===== src/rtl/rop_dcr_bank.sv =====
// Purpose : multi-context ROP DCR store; writes land in a shadow file, commits copy it into one of
//           NUM_SETS active sets once every in-flight tile tagged with that set has retired.
// Latency : commit accept -> commit_done >= 2 cycles (DRAIN then COPY); read data 1 cycle after rd_valid.
// Backpr. : commit_ready low outside IDLE; use_inc_ready low for the set being committed or at a
//           saturated counter; DCR writes and tile retires are always accepted.
// Ports   : clk/reset_n (async active-low); dcr_wr_* DCR bus write; commit_* commit handshake and
//           done pulse; use_inc_* / use_dec_* tile entry/exit tagging; rd_* set readout, word i of
//           the set at rd_data[i*32 +: 32].
module rop_dcr_bank #(
   parameter int          NUM_SETS      = 2,
   parameter int          NUM_REGS      = 12,
   parameter logic [11:0] DCR_BASE      = 12'h020,
   parameter int          CNT_BITS      = 8,
   parameter bit          UNDERFLOW_CHK = 1'b1,
   localparam int         SET_BITS      = (NUM_SETS > 1) ? $clog2(NUM_SETS) : 1
) (
   input  logic                     clk,
   input  logic                     reset_n,
   input  logic                     dcr_wr_valid,
   input  logic [11:0]              dcr_wr_addr,
   input  logic [31:0]              dcr_wr_data,
   input  logic                     commit_valid,
   input  logic [SET_BITS-1:0]      commit_set,
   output logic                     commit_ready,
   output logic                     commit_done,
   input  logic                     use_inc_valid,
   input  logic [SET_BITS-1:0]      use_inc_set,
   output logic                     use_inc_ready,
   input  logic                     use_dec_valid,
   input  logic [SET_BITS-1:0]      use_dec_set,
   input  logic                     rd_valid,
   input  logic [SET_BITS-1:0]      rd_set,
   output logic                     rd_data_valid,
   output logic [NUM_REGS*32-1:0]   rd_data
);

   localparam logic [1:0] ST_IDLE  = 2'd0;
   localparam logic [1:0] ST_DRAIN = 2'd1;
   localparam logic [1:0] ST_COPY  = 2'd2;

   typedef logic [31:0]         word_t;
   typedef logic [CNT_BITS-1:0] cnt_t;

   word_t                 shadow_q [NUM_REGS];
   word_t                 shadow_d [NUM_REGS];
   word_t                 active_q [NUM_SETS][NUM_REGS];
   word_t                 active_d [NUM_SETS][NUM_REGS];
   cnt_t                  cnt_q    [NUM_SETS];
   cnt_t                  cnt_d    [NUM_SETS];
   logic [1:0]            state_q, state_d;
   logic [SET_BITS-1:0]   pend_set_q, pend_set_d;
   logic                  rd_data_valid_q, rd_data_valid_d;
   logic [NUM_REGS*32-1:0] rd_data_q, rd_data_d;

   logic [NUM_SETS-1:0]   inc_fire;
   logic [NUM_SETS-1:0]   dec_fire;
   logic                  inc_blocked;
   logic                  inc_sat;
   logic                  pend_zero;
   logic                  dec_underflow;

   // Word 2 (cbuf_mask) comes out of reset as all-ones so colour writes are enabled by default.
   function automatic word_t reset_word(input int i);
      return (i == 2) ? 32'hFFFF_FFFF : 32'h0000_0000;
   endfunction

   assign commit_ready  = (state_q == ST_IDLE);
   assign commit_done   = (state_q == ST_COPY);
   assign rd_data_valid = rd_data_valid_q;
   assign rd_data       = rd_data_q;

   always_comb begin
      // Shadow capture; addresses outside the window simply never match.
      shadow_d = shadow_q;
      for (int i = 0; i < NUM_REGS; i++) begin
         if (dcr_wr_valid && (dcr_wr_addr == DCR_BASE + 12'(i))) shadow_d[i] = dcr_wr_data;
      end

      // Entry is held only for the set awaiting a commit, and at counter saturation.
      inc_blocked = (state_q != ST_IDLE) && (use_inc_set == pend_set_q);
      inc_sat     = 1'b0;
      for (int s = 0; s < NUM_SETS; s++) begin
         if ((use_inc_set == SET_BITS'(s)) && (cnt_q[s] == '1)) inc_sat = 1'b1;
      end
      use_inc_ready = !inc_blocked && !inc_sat;

      cnt_d         = cnt_q;
      inc_fire      = '0;
      dec_fire      = '0;
      dec_underflow = 1'b0;
      for (int s = 0; s < NUM_SETS; s++) begin
         inc_fire[s] = use_inc_valid && use_inc_ready && (use_inc_set == SET_BITS'(s));
         dec_fire[s] = use_dec_valid && (use_dec_set == SET_BITS'(s)) && (cnt_q[s] != '0);
         if (use_dec_valid && (use_dec_set == SET_BITS'(s)) && (cnt_q[s] == '0)) dec_underflow = 1'b1;
         if (inc_fire[s] && !dec_fire[s]) cnt_d[s] = cnt_q[s] + cnt_t'(1);
         if (dec_fire[s] && !inc_fire[s]) cnt_d[s] = cnt_q[s] - cnt_t'(1);
      end

      // Drain completes on the post-update count so a retire in the last DRAIN cycle counts.
      // A pending set id with no backing set never matches and drains immediately.
      pend_zero = 1'b1;
      for (int s = 0; s < NUM_SETS; s++) begin
         if ((pend_set_q == SET_BITS'(s)) && (cnt_d[s] != '0)) pend_zero = 1'b0;
      end

      state_d    = state_q;
      pend_set_d = pend_set_q;
      case (state_q)
         ST_IDLE: begin
            if (commit_valid) begin
               state_d    = ST_DRAIN;
               pend_set_d = commit_set;
            end
         end
         ST_DRAIN: if (pend_zero) state_d = ST_COPY;
         ST_COPY:  state_d = ST_IDLE;
         default:  state_d = ST_IDLE;
      endcase

      // Copy takes shadow_d so a DCR write landing in the COPY cycle is included.
      active_d = active_q;
      if (state_q == ST_COPY) begin
         for (int s = 0; s < NUM_SETS; s++) begin
            if (pend_set_q == SET_BITS'(s)) active_d[s] = shadow_d;
         end
      end

      // Reads sample active_q, so a same-cycle COPY is not visible to them.
      rd_data_valid_d = rd_valid;
      rd_data_d       = rd_data_q;
      if (rd_valid) begin
         rd_data_d = '0;
         for (int s = 0; s < NUM_SETS; s++) begin
            if (rd_set == SET_BITS'(s)) begin
               for (int i = 0; i < NUM_REGS; i++) rd_data_d[i*32 +: 32] = active_q[s][i];
            end
         end
      end
   end

   always_ff @(posedge clk or negedge reset_n) begin
      if (!reset_n) begin
         for (int i = 0; i < NUM_REGS; i++) shadow_q[i] <= reset_word(i);
         for (int s = 0; s < NUM_SETS; s++) begin
            for (int i = 0; i < NUM_REGS; i++) active_q[s][i] <= reset_word(i);
            cnt_q[s] <= '0;
         end
         state_q         <= ST_IDLE;
         pend_set_q      <= '0;
         rd_data_valid_q <= 1'b0;
         rd_data_q       <= '0;
      end else begin
         shadow_q        <= shadow_d;
         active_q        <= active_d;
         cnt_q           <= cnt_d;
         state_q         <= state_d;
         pend_set_q      <= pend_set_d;
         rd_data_valid_q <= rd_data_valid_d;
         rd_data_q       <= rd_data_d;
      end
   end

   // A retire with no matching entry points at a tagging bug upstream; the count is left at zero.
   always_ff @(posedge clk) begin
      if (UNDERFLOW_CHK && reset_n) begin
         assert (!dec_underflow) else $error("rop_dcr_bank: use_dec on a set with no in-flight tiles");
      end
   end

endmodule

===== config.mk =====
export PLATFORM = sky130hd
export DESIGN_NAME = rop_dcr_bank
export DESIGN_NICKNAME = d
export VERILOG_FILES = /design/src/rtl/rop_dcr_bank.sv
export SDC_FILE = /design/constraint.sdc
export NUM_CORES = 2
export LEC_CHECK = 0
export BUFFER_PORTS_ARGS = -buffer_cell sky130_fd_sc_hd__buf_2
export CORE_MARGIN = 1
export CORE_UTILIZATION = 60
export DETAILED_ROUTE_END_ITERATION = 7
export GPL_TIMING_DRIVEN = 0
export MAX_ROUTING_LAYER = met4
export PLACE_DENSITY = 0.83
export SLEW_MARGIN = 10
export SYNTH_ARGS = -nofsm -noshare
export SYNTH_HDL_FRONTEND = slang
export SYNTH_SLANG_ARGS = --single-unit
export TNS_END_PERCENT = 20

===== constraint.sdc =====
create_clock -name clk -period 2.93 [get_ports clk]
set_input_delay 0 -clock clk [delete_from_list [all_inputs] [get_ports clk]]
set_output_delay 0 -clock clk [all_outputs]
set_load 0.005 [all_outputs]

==> flow_metrics.tcl <==
set metrics [dict create \
    outcome "finished with violations" \
    violations "hold timing, setup timing" \
    grt_pass1_wl_um 271000 \
    finalSetupViolations 10 \
    drt_iter0_drc 4645 \
    place_inst 7380 \
    final_common_cell "dfrtp_1" \
    crit_required_ps 3600 \
    first_pass_iters 6 \
    fin_skew_ps 34.5 \
    cts_tree "done" \
    ys_seq_area_frac 0.641 \
    gp_congestion 0.876 \
    yosysWarnings 0 \
    hpwl_um 117000 \
    end_kind "register" \
    timing.rr.start "pend_set_q$_DFFE_PN0P_" \
    synth_edf_count 0 \
    num_vias 45528 \
    seqCellArea_um2 39100 \
    syn-cell-area_um2 60900 \
    nets 6288 \
    initial_utilization 0.607 \
    final.fill_count 6733 \
    drive_gt1_frac 0.139 \
    globalRouteTotalUtil 0.364 \
    ys.flop_type "dfrtp_1" \
    period_minus_slack_ps 2990 \
    p_leak_nw 34.8 \
    syn-num-nets 5625 \
    grt_start_max_net_pins 170 \
    viasPerCell 5.90 \
    min_path_type "input port to asynchronous set/reset pin" \
    worstMarginPinSlew_ps 1180 \
    fin_crit_sh 1.02 \
    postSynthAreaPerCell_um2 11.0 \
    synthCells 5564 \
    wl_um 182000 \
    powerDensity_nw_per_um2 897 \
    grt_pass1_vias 45600 \
    clockBufferDepth 3 \
    final_cells 7723 \
    cts_root_buffer "clkbuf_16" \
    fp.dieH_um 321 \
    avgRoutedWirePerCell_um 23.5 \
    yosysTopAreaCellShare 0.599 \
    numCtsBuffers 152 \
    holdWs_ps -677 \
    overflow 0 \
    crit_arrival_ps 3660 \
    rsz0062_at_grt "yes" \
    placement_rows 116 \
    startpoint_type "register" \
    path_max_fanout 10 \
    clock-sinks 1556 \
    ys_seq_elements 1556 \
    finalPower_mw 63.8 \
    slew_headroom 0.211 \
    layout_common_cells "1460 x dfrtp_1, 779 x nor2_1, 774 x a21oi_1" \
    port_buffers 439 \
    ir_drop_mv 0.544 \
    final_area_um2 71200 \
    placed_cell_area_um2 65400 \
    hold_viol_final 197 \
    ys_async_sr_fraction 1.00 \
    path_clk_slew_ps 60 \
    fmax_ghz 0.335 \
    synth_area_leaders "dfrtp_1 60%, mux2i_1 13%, a21oi_1 6.4%" \
    fp.dieArea_um2 103000 \
    htree_levels 4 \
    worstSetupPathType "register to register" \
    dieWidth_um 321 \
    antenna_left 0 \
    antenna_found_initial 14 \
    drc 0 \
    core_area_um2 100000 \
    max_cap_viol_count 0 \
    area_delta_synth_final_pct 16.9 \
    r2r_setup_slack_ps -60 \
    yosysTopAreaCell "dfrtp_1" \
    crit_start "pend_set_q$_DFFE_PN0P_" \
    boundaryPins 443 \
    multi_input_area_um2 18900 \
    synth.distinct_cells 65 \
    insertion_delay_ps 770 \
    maxSlewViolCount 0 \
    setup_ws_ps -59.1 \
]
[area by class of cell]
type | count | area share
Antenna cell | 18 | 0.000632
Multi-Input combinational cell | 3233 | 0.266
Inverter | 396 | 0.0209
Sequential cell | 1556 | 0.548
Clock buffer | 234 | 0.0646
Tap cell | 1357 | 0.0238
Timing Repair Buffer | 509 | 0.0463
Buffer | 379 | 0.0216
Clock inverter | 41 | 0.00791
[logic make-up after synthesis]
family                   count (synthesis)  share of synthesized area
flip-flops                            1556                      0.641
AND/OR/NAND/NOR                       1245                     0.0804
AO/OA/AOI/OAI                         1199                      0.100
buffers and inverters                  775                     0.0487
multiplexers                           772                      0.127
XOR/XNOR                                10                    0.00144
adder cells (fa/ha/maj)                  7                    0.00140
[final timing paths]
path | end | depth (start not counted)
worst min register to register | active_q[266]$_DFFE_PN0P_ | 2
min in group clk | shadow_q[255]$_DFF_PN0_ | 5
max in group asynchronous | active_q[175]$_DFFE_PN0P_ | 8
worst min-delay path | cnt_q[8]$_DFF_PN0_ | 3
worst max-delay path | active_q[240]$_DFFE_PN0P_ | 6
worst max register to register | active_q[240]$_DFFE_PN0P_ | 6
[cells in the mapped netlist (2+ instances only)]
cell       number
a211o_1         2
a21o_1          2
a21oi_1       774
a311oi_1        2
a41oi_1         2
and2_1          2
and4_1          2
buf_1          54
buf_2          16
buf_4           9
clkbuf_1      299
dfrtp_1      1460
dfstp_2        96
ha_1            6
inv_1         396
mux2i_1       771
nand2_1       403
nand2b_1        6
nand3_1        12
nand3b_1        2
nand4_1         5
nand4b_1        3
nor2_1        779
nor2b_1         2
nor3_1          5
nor3_2          2
nor3b_1         3
nor4_1          6
nor4b_1         2
o2111ai_1       2
o211ai_1        4
o21ai_0       391
o22ai_1         2
o31ai_1         2
or3b_2          2
xnor2_1         6
xor2_1          4
[power by group]
part	internal, mW	switching, mW
Clock	11.8	8.35
Sequential	27.7	3.77
Combinational	5.10	7.15
Total	44.6	19.3
[state kept, by name (all words and copies together) (netlist names)]
signal,flops
state_q,2
active_q,768
rd_data_valid,1
shadow_q,384
cnt_q,16
pend_set_q,1
rd_data,384
[metrics by stage]
stage | setup slack, ps | hold WS, ps | TNS [ps] | util
global placement | -30740 | 233 | - | 0.646
floorplan | 454 | -296 | 0 | -
finish | -59.1 | -677 | -196 | 0.709
detailed placement | -911 | -41.9 | -625780 | 0.651
CTS | 4.14 | -861 | 0 | 0.707
global route | -134 | -640 | -13200 | 0.709
[critical path, cell delays in order (launching register included)]
cell and delay [ps]:
dfrtp_1 540, nand2_1 190, clkbuf_1 660, clkbuf_1 710, clkbuf_1 530, nand2_1 150, o21ai_0 100
[per-layer routing]
| layer | GRT usage | vias to the layer above | wire, µm |
|---|---|---|---|
| met3 | 0.0925 | 580 | 17200 |
| met5 | - | - | 0 |
| li1 | - | 19738 | - |
| met2 | 0.532 | 2329 | 83100 |
| met4 | 0.222 | 0 | 11700 |
| met1 | 0.457 | 22881 | 69500 |
[what timing repair did]
action | in CTS | in global routing
hold buffers | 46 | 2
resized for setup | 14 | 2
endpoints found under the hold margin | 427 | 195
setup buffers | 0 | 0
cloned | 0 | 2
setup endpoints to repair | 481 | 266
(Power assumes the default switching activity.)
